$ cat config.mk
export PLATFORM = sky130hd
export DESIGN_NAME = udp_echo_responder
export DESIGN_NICKNAME = d
export VERILOG_FILES = /design/src/rtl/udp_echo_pkg.sv /design/src/rtl/udp_echo_responder_keep_popcount.sv /design/src/rtl/udp_echo_responder.sv
export SDC_FILE = /design/constraint.sdc
export NUM_CORES = 1
export LEC_CHECK = 0
export CAP_MARGIN = 30
export CORE_AREA = 2 2 239 241
export CTS_BUF_LIST = sky130_fd_sc_hd__clkbuf_16
export CTS_CLUSTER_SIZE = 12
export DETAILED_ROUTE_END_ITERATION = 12
export DIE_AREA = 0 0 241 243
export GPL_ROUTABILITY_DRIVEN = 0
export PLACE_DENSITY_LB_ADDON = 0.15
export SYNTH_ARGS = -nofsm -noshare
export SYNTH_HDL_FRONTEND = slang
export SYNTH_SLANG_ARGS = --single-unit
$ cat constraint.sdc
create_clock -name net_clk -period 3.4 [get_ports net_clk]
set_input_delay 0.68 -clock net_clk [delete_from_list [all_inputs] [get_ports net_clk]]
set_output_delay 0.68 -clock net_clk [all_outputs]
set_load 0.03 [all_outputs]
$ cat src/rtl/udp_echo_pkg.sv
`default_nettype none
// ============================================================================
// Module      : udp_echo_pkg
// Description : Shared types and constants for the UDP echo responder.
//               It holds the metadata field offsets, the 176-bit metadata
//               struct and the responder FSM state encoding.
// Revision    : 1.0 - initial release
// ============================================================================
package udp_echo_pkg;

    localparam int META_WIDTH     = 176;

    // Metadata field offsets (LSB positions), MSB-first layout:
    // length | their_port | my_port | their_address
    localparam int LEN_LSB        = 160;
    localparam int THEIR_PORT_LSB = 144;
    localparam int MY_PORT_LSB    = 128;
    localparam int ADDR_LSB       = 0;

    typedef struct packed {
        logic [15:0]  length;
        logic [15:0]  their_port;
        logic [15:0]  my_port;
        logic [127:0] their_address;
    } udp_meta_t;

    typedef enum logic [1:0] {
        ST_IDLE     = 2'd0,
        ST_META_OUT = 2'd1,
        ST_STREAM   = 2'd2,
        ST_DROP     = 2'd3
    } echo_state_t;

endpackage : udp_echo_pkg
`default_nettype wire

$ cat src/rtl/udp_echo_responder_keep_popcount.sv
`default_nettype none
// ============================================================================
// Module      : keep_popcount
// Description : Combinational count of set bits in an AXI-Stream keep vector.
// Ports       : keep  - byte-enable vector, KEEP_W bits
//               count - number of asserted keep bits (0..KEEP_W)
// Revision    : 1.0 - initial release
// ============================================================================
module keep_popcount #(
    parameter int KEEP_W = 8
) (
    input  logic [KEEP_W-1:0] keep,
    output logic [7:0]        count
);

    always_comb begin
        count = '0;
        for (int i = 0; i < KEEP_W; i++) begin
            count = count + {7'd0, keep[i]};
        end
    end

endmodule : keep_popcount
`default_nettype wire

$ cat src/rtl/udp_echo_responder.sv
`default_nettype none
// ============================================================================
// Module      : udp_echo_responder
// Description : Echoes every received UDP datagram addressed to echo_port back
//               to its sender. Datagrams for other ports or longer than
//               MAX_LEN bytes are consumed and discarded. A per-datagram byte
//               counter flags payloads whose size disagrees with the metadata.
// Ports       : net_clk / net_aresetn      - clock, async active-low reset
//               s_axis_udp_rx_metadata_*   - received metadata (176 bit)
//               s_axis_udp_rx_data_*       - received payload stream
//               m_axis_udp_tx_metadata_*   - echo metadata (176 bit)
//               m_axis_udp_tx_data_*       - echo payload stream
//               echo_port                  - served local port
//               echo_count / drop_count / len_err_count - status counters
// Revision    : 1.0 - initial release
// ============================================================================
module udp_echo_responder
    import udp_echo_pkg::*;
#(
    parameter int WIDTH   = 64,
    parameter int MAX_LEN = 1472
) (
    input  logic                  net_clk,
    input  logic                  net_aresetn,

    input  logic                  s_axis_udp_rx_metadata_valid,
    output logic                  s_axis_udp_rx_metadata_ready,
    input  logic [META_WIDTH-1:0] s_axis_udp_rx_metadata_data,

    input  logic                  s_axis_udp_rx_data_valid,
    output logic                  s_axis_udp_rx_data_ready,
    input  logic [WIDTH-1:0]      s_axis_udp_rx_data_data,
    input  logic [WIDTH/8-1:0]    s_axis_udp_rx_data_keep,
    input  logic                  s_axis_udp_rx_data_last,

    output logic                  m_axis_udp_tx_metadata_valid,
    input  logic                  m_axis_udp_tx_metadata_ready,
    output logic [META_WIDTH-1:0] m_axis_udp_tx_metadata_data,

    output logic                  m_axis_udp_tx_data_valid,
    input  logic                  m_axis_udp_tx_data_ready,
    output logic [WIDTH-1:0]      m_axis_udp_tx_data_data,
    output logic [WIDTH/8-1:0]    m_axis_udp_tx_data_keep,
    output logic                  m_axis_udp_tx_data_last,

    input  logic [15:0]           echo_port,
    output logic [31:0]           echo_count,
    output logic [31:0]           drop_count,
    output logic [31:0]           len_err_count
);

    localparam logic [15:0] C_MAX_LEN = 16'(MAX_LEN);

    echo_state_t r_state;
    udp_meta_t   r_meta;
    logic [15:0] r_byte_cnt;
    logic [31:0] r_echo_cnt;
    logic [31:0] r_drop_cnt;
    logic [31:0] r_len_err_cnt;

    udp_meta_t   w_meta_in;
    logic [7:0]  w_pop;
    logic [16:0] w_sum;
    logic [15:0] w_sum_sat;
    logic        w_beat;

    assign w_meta_in = udp_meta_t'(s_axis_udp_rx_metadata_data);

    keep_popcount #(
        .KEEP_W (WIDTH/8)
    ) u_keep_popcount (
        .keep  (s_axis_udp_rx_data_keep),
        .count (w_pop)
    );

    // Saturating running byte total including the current beat.
    assign w_sum     = {1'b0, r_byte_cnt} + {9'd0, w_pop};
    assign w_sum_sat = w_sum[16] ? 16'hFFFF : w_sum[15:0];

    // Handshake signals decoded from the registered state.
    assign s_axis_udp_rx_metadata_ready = (r_state == ST_IDLE);
    assign m_axis_udp_tx_metadata_valid = (r_state == ST_META_OUT);
    assign m_axis_udp_tx_metadata_data  = r_meta;

    // STREAM is a zero-latency pass-through; DROP sinks everything.
    assign m_axis_udp_tx_data_valid = (r_state == ST_STREAM) && s_axis_udp_rx_data_valid;
    assign m_axis_udp_tx_data_data  = s_axis_udp_rx_data_data;
    assign m_axis_udp_tx_data_keep  = s_axis_udp_rx_data_keep;
    assign m_axis_udp_tx_data_last  = s_axis_udp_rx_data_last;
    assign s_axis_udp_rx_data_ready = ((r_state == ST_STREAM) && m_axis_udp_tx_data_ready) ||
                                      (r_state == ST_DROP);

    assign w_beat = s_axis_udp_rx_data_valid && s_axis_udp_rx_data_ready;

    assign echo_count    = r_echo_cnt;
    assign drop_count    = r_drop_cnt;
    assign len_err_count = r_len_err_cnt;

    always_ff @(posedge net_clk or negedge net_aresetn) begin
        if (!net_aresetn) begin
            r_state       <= ST_IDLE;
            r_meta        <= '0;
            r_byte_cnt    <= '0;
            r_echo_cnt    <= '0;
            r_drop_cnt    <= '0;
            r_len_err_cnt <= '0;
        end else begin
            case (r_state)
                ST_IDLE: begin
                    if (s_axis_udp_rx_metadata_valid) begin
                        // The my_port field is replaced by the sampled echo
                        // port so the registered struct is the reply header.
                        r_meta.length        <= w_meta_in.length;
                        r_meta.their_port    <= w_meta_in.their_port;
                        r_meta.my_port       <= echo_port;
                        r_meta.their_address <= w_meta_in.their_address;
                        r_byte_cnt           <= '0;
                        if ((w_meta_in.my_port == echo_port) &&
                            (w_meta_in.length <= C_MAX_LEN)) begin
                            r_state <= ST_META_OUT;
                        end else begin
                            r_state <= ST_DROP;
                        end
                    end
                end
                ST_META_OUT: begin
                    if (m_axis_udp_tx_metadata_ready) begin
                        r_state <= ST_STREAM;
                    end
                end
                ST_STREAM, ST_DROP: begin
                    if (w_beat) begin
                        r_byte_cnt <= w_sum_sat;
                        if (s_axis_udp_rx_data_last) begin
                            if (w_sum_sat != r_meta.length) begin
                                r_len_err_cnt <= r_len_err_cnt + 32'd1;
                            end
                            if (r_state == ST_STREAM) begin
                                r_echo_cnt <= r_echo_cnt + 32'd1;
                            end else begin
                                r_drop_cnt <= r_drop_cnt + 32'd1;
                            end
                            r_state <= ST_IDLE;
                        end
                    end
                end
                default: r_state <= ST_IDLE;
            endcase
        end
    end

endmodule : udp_echo_responder
`default_nettype wire

==> results <==
- In this run the cell area of the synthesized design comes to between 10000 and 15000 sq um.
- Setup violations remaining at the end of the flow were counted as 48.
- The clock network latency to the later pin of the worst-skew pair is approximately 0.54 ns.
- Across all setup checks in the final design, the least slack found is -1.60 ns.
- The area share of the largest cell type after synthesis is 53.2%.
- The filler cells instantiated in the layout total between 5000 and 6000.
- The kind of end point of the critical path is a flop.
- The number of enable flip-flop cells after synthesis is 0.
- The die covers 58600 sq um.
- The final critical delay including setup and external delays is roughly 5 ns.
- The final reports fail on setup timing.
- The layout overhead on the synthesized area is 56.1%.
- Once the floorplan was initialized, standard cells occupied between 20% and 30% of the core.
- The count of unresolved DRC violations after routing is 0.
- The kind of critical path is primary input to flop.
- The mean routed wirelength per cell is around 17 um.
- The count of state elements after synthesis is 290.
- Walking the worst path, the cells encountered are buf_6 -> ha_4 -> inv_2 -> fa_1 -> fa_1 -> fa_2 -> fa_2 -> inv_2 -> ha_4 -> a21o_1 -> a22oi_4 -> nor2_2 -> xnor2_1 -> or4_4 -> a211oi_2 -> and4_4 -> buf_12 -> buf_12 -> nor4_4 -> xor2_1.
- The worst setup path is launched from a primary input.
- After global routing the overflow that remains totals 0.
- The fraction of final layout cells with drive strength greater than 1 is between 10% and 20%.
- The worst relative slew slack is 54.0%.
- In this run the cell area measured after placement is 19400 sq um.
- The path length in cells of the critical path is 20.
- The transition time of the tightest slew-check pin is between 0.6 and 0.7 ns.
- Entering global routing, the biggest net connects 95 pins.
- The number of maximum-capacitance violations is 0.
- The final setup skew is about 0.015 ns.
- The number of buffers inserted during clock tree synthesis is 38.
- The buffer and inverter count on the worst path is 5.
- In this run the tool buffered the top-level ports with 491 buffer cells.
- The first-pass GRT wire length is between 70000 and 80000 um.
- The post-route non-filler standard cell count is between 2000 and 3000.
- Dividing the detail-routed via count by the number of cells gives approximately 4.2.
- The average instance in the mapped netlist occupies 9.31 sq um.
- The clock tree from TritonCTS is built.
- The number of cell rows is between 80 and 90.
- Static timing analysis puts the maximum clock frequency at approximately 200 MHz.
- On the critical path the largest part of the delay comes from adder cells.
- The library cell used as clock root buffer is sky130_fd_sc_hd__clkbuf_16.
- By area the synthesized netlist is led by sky130_fd_sc_hd__dfrtp_1 (53%), sky130_fd_sc_hd__nand2_1 (16%), sky130_fd_sc_hd__xor2_1 (4.8%).
- After clock tree synthesis, the clock-pin slew on the worst setup and hold paths is 0.06 ns.
- The post-detailed-placement half-perimeter wirelength is around 33000 um.
- The core box area is around 56000 sq um.
- The detail route stage leaves a number of antenna-violating nets equal to 0.
- Power spread over the standard cell area amounts to roughly 790 nW/um^2.
- The wire length after detailed routing is between 40000 and 50000 um.
- The slowest library cell on the worst path is sky130_fd_sc_hd__fa_2.
- The highest net fanout along the worst path is 7.
- For this run, the total global-route usage over all layers was measured as 15.5%.
- For the worst setup path, the data required time is 3.82 ns.
- Yosys printed 0 warnings.
- The proportion of register bits with asynchronous set or reset after synthesis is 100%.
- The number of antenna violations at the first check in global routing came to 1.
- Setup repair after global routing could not meet its margin everywhere.
- The arrival time reported for the critical path endpoint is roughly 5.4 ns.
- Timing analysis after detailed placement gives a worst setup slack of -2.64 ns.
- The final count of hold timing violations is 0.
- Summing the sequential cell areas from Yosys gives between 50% and 60% of the chip area.
- The first detailed-routing pass took 4 iterations.
- The analysis attributes to cell leakage a power of roughly 10 nW.
- Summing all non-filler instances in the final layout gives an area of between 20000 and 25000 sq um.
- The first routing iteration left a little under 500 violations.
- The routed layout has 11600 vias.
- On the worst path, the slowest cell contributes a delay of 0.56 ns.
- The vertical extent of the die is about 240 um.
- Counting cells, the worst reg-to-reg path comes to 14.
- The TritonCTS sink count is 290.
- The flow ran to the end, but the final reports show violations.
- The most used flip-flop cell after synthesis is sky130_fd_sc_hd__dfrtp_1.
- The number of placed instances, taps included, is 2643.
- The net count of the finished layout is ~2200.
- The number of nets handed over by synthesis was approximately 1800.
- The min-delay analysis places its worst path in the category primary input to async pin.
- The largest total area in the synthesized netlist belongs to sky130_fd_sc_hd__dfrtp_1.
- The number of library cell types mapped by synthesis is 58.
- The buffer levels on the longest clock path is 3.
- The clock tree synthesis step divided the H-tree into 2 levels.
- The via count of the first global-routing pass came to 12100.
- The post-synthesis instance total is between 1000 and 1500.
- The die is about 240 um wide.
- The part of the cycle the worst path needs is 147%.
- The number of hold buffers added after CTS is 0.
- The final count of pins violating max slew is 0.
- In this run the count of I/O pins placed on the die edge is between 600 and 700.
- Across the VDD grid, the largest voltage drop is approximately 520 uV.
## state kept, by name, indices dropped and copies added, names as in the netlist
| signal | count |
|---|---|
| m_axis_udp_tx_metadata_data | 176 |
| drop_count | 32 |
| echo_count | 32 |
| len_err_count | 32 |
| r_byte_cnt | 16 |
| r_state | 2 |
## placed cells by master (no fill, tap or decap), types with 5 or more instances in the layout
cell type                         netlist  layout
sky130_fd_sc_hd__nand3_1               33      33
sky130_fd_sc_hd__buf_6                  4      31
sky130_fd_sc_hd__nand2_1              585     584
sky130_fd_sc_hd__clkinv_1               0       9
sky130_fd_sc_hd__nor4_4                 1      11
sky130_fd_sc_hd__clkinv_2               0       8
sky130_fd_sc_hd__nand4_1               25      25
sky130_fd_sc_hd__buf_4                 73      49
sky130_fd_sc_hd__inv_1                 28      33
sky130_fd_sc_hd__ha_1                  10       7
sky130_fd_sc_hd__nor3_2                 3       8
sky130_fd_sc_hd__buf_12                 0      12
sky130_fd_sc_hd__clkbuf_16              0      41
sky130_fd_sc_hd__xor2_1                75      75
sky130_fd_sc_hd__and3_1                22      21
sky130_fd_sc_hd__nor4_2                17       7
sky130_fd_sc_hd__nor2_1                50      43
sky130_fd_sc_hd__and4_1                 6       5
sky130_fd_sc_hd__a21oi_1               15      12
sky130_fd_sc_hd__o21ai_0                9       5
sky130_fd_sc_hd__dfrtp_1              290     290
sky130_fd_sc_hd__nor3_1                19      10
sky130_fd_sc_hd__and2_1                 9       8
sky130_fd_sc_hd__nor2_2                 2       5
sky130_fd_sc_hd__nor2b_1                5       5
sky130_fd_sc_hd__xnor2_1               56      53
sky130_fd_sc_hd__nor4_1                 8       8
sky130_fd_sc_hd__clkdlybuf4s50_1        0     486
## area by class of cell
type	instances	area, sq um	area share [%]
tap	756	946	4.44
timing repair buffer	582	5880	27.6
clock buffer	41	1030	4.82
inverter	28	105	0.494
antenna	1	2.50	0.0118
sequential	290	7260	34.1
clock inverter	29	184	0.864
multi-input combinational	1014	5880	27.6
## metrics by stage
step | util [%] | total power, W | hold slack (ns) | TNS [ns]
2_1_floorplan | - | 0.00943 | 0.384 | -67.87
3_3_place_gp | 34.7 | 0.0128 | 0.457 | -105.48
3_5_place_dp | 34.7 | 0.0129 | 0.461 | -106.72
4_1_cts | 37.7 | 0.0171 | 0.139 | -65.03
5_1_grt | 38.0 | 0.0179 | 0.158 | -66.30
6_report | 38.0 | 0.0169 | 0.131 | -60.57
## per-layer routing
layer | GRT usage (%) | vias to the layer above | wire [um]
li1 | - | 5618 | -
met1 | 19.3 | 5504 | 19000
met2 | 24.9 | 407 | 21600
met3 | 6.16 | 58 | 4460
met4 | 4.23 | 0 | 916
met5 | 0 | - | 0
## logic make-up (layout without fill, tap and decap cells)
| logic type | count (synthesis) | count (layout) | synth area share (%) |
|---|---|---|---|
| xor+xnor | 133 | 133 | 8.76 |
| fa+ha+maj | 15 | 15 | 1.65 |
| buf+inv | 160 | 680 | 6.68 |
| compound gates | 54 | 54 | 2.76 |
| other cells | 0 | 1 | 0 |
| flops | 290 | 290 | 53.2 |
| mux | 5 | 5 | 0.395 |
| simple gates | 807 | 807 | 26.5 |
## cell usage after synthesis, types with 3 or more instances
library cell and n:
sky130_fd_sc_hd__a211oi_1 3, sky130_fd_sc_hd__a21oi_1 15, sky130_fd_sc_hd__a311oi_1 3, sky130_fd_sc_hd__a31oi_1 5, sky130_fd_sc_hd__a32oi_1 3, sky130_fd_sc_hd__and2_1 9, sky130_fd_sc_hd__and3_1 22, sky130_fd_sc_hd__and4_1 6
sky130_fd_sc_hd__buf_1 4, sky130_fd_sc_hd__buf_2 5, sky130_fd_sc_hd__buf_4 73, sky130_fd_sc_hd__buf_6 4, sky130_fd_sc_hd__clkbuf_1 46, sky130_fd_sc_hd__dfrtp_1 290, sky130_fd_sc_hd__fa_1 5, sky130_fd_sc_hd__ha_1 10
sky130_fd_sc_hd__inv_1 28, sky130_fd_sc_hd__nand2_1 585, sky130_fd_sc_hd__nand2b_1 3, sky130_fd_sc_hd__nand3_1 33, sky130_fd_sc_hd__nand4_1 25, sky130_fd_sc_hd__nor2_1 50, sky130_fd_sc_hd__nor2b_1 5, sky130_fd_sc_hd__nor3_1 19
sky130_fd_sc_hd__nor3_2 3, sky130_fd_sc_hd__nor4_1 8, sky130_fd_sc_hd__nor4_2 17, sky130_fd_sc_hd__nor4b_2 7, sky130_fd_sc_hd__o21ai_0 9, sky130_fd_sc_hd__or3_1 3, sky130_fd_sc_hd__xnor2_1 56, sky130_fd_sc_hd__xor2_1 75
## timing repair
action                     in CTS  in global routing
pin swaps                      33                 21
gates cloned                    1                  0
buffers inserted               37                  6
resized for setup              67                 30
setup endpoints to repair      48                 48
## report_power, final
group / leakage [nW] / switching, W / internal [W] / total (W)
combinational: 5.52 / 0.00445 / 0.00313 / 0.00758
clock: 0.621 / 0.00158 / 0.00232 / 0.00390
sequential: 3.73 / 0.000847 / 0.00454 / 0.00538
## worst reg2reg max path: stages (launching register included)
cell and delay [ns]:
sky130_fd_sc_hd__dfrtp_1 0.35, sky130_fd_sc_hd__ha_1 0.18, sky130_fd_sc_hd__inv_1 0.07, sky130_fd_sc_hd__fa_2 0.37
sky130_fd_sc_hd__nand2b_4 0.19, sky130_fd_sc_hd__a21boi_2 0.17, sky130_fd_sc_hd__or3_1 0.12, sky130_fd_sc_hd__nand4_1 0.10
sky130_fd_sc_hd__or4_4 0.54, sky130_fd_sc_hd__a211oi_2 0.20, sky130_fd_sc_hd__and4_4 0.33, sky130_fd_sc_hd__buf_12 0.15
sky130_fd_sc_hd__buf_12 0.13, sky130_fd_sc_hd__nor4_4 0.05, sky130_fd_sc_hd__xor2_1 0.18
## path summary, 6_finish.rpt
kind / slack (ns) / from / endpoint
hold reg to reg: 0.47 / len_err_count[31] / len_err_count[31]
setup / recovery: -1.60 / s_axis_udp_rx_data_keep[1] / len_err_count[24]
setup reg to reg: 0.16 / r_byte_cnt[0] / len_err_count[24]
max in group asynchronous: 2.37 / net_aresetn / echo_count[28]
min in group net_clk: 0.47 / len_err_count[31] / len_err_count[31]
hold / removal: 0.13 / net_aresetn / m_axis_udp_tx_metadata_data[115]
(Power assumes the default switching activity.)
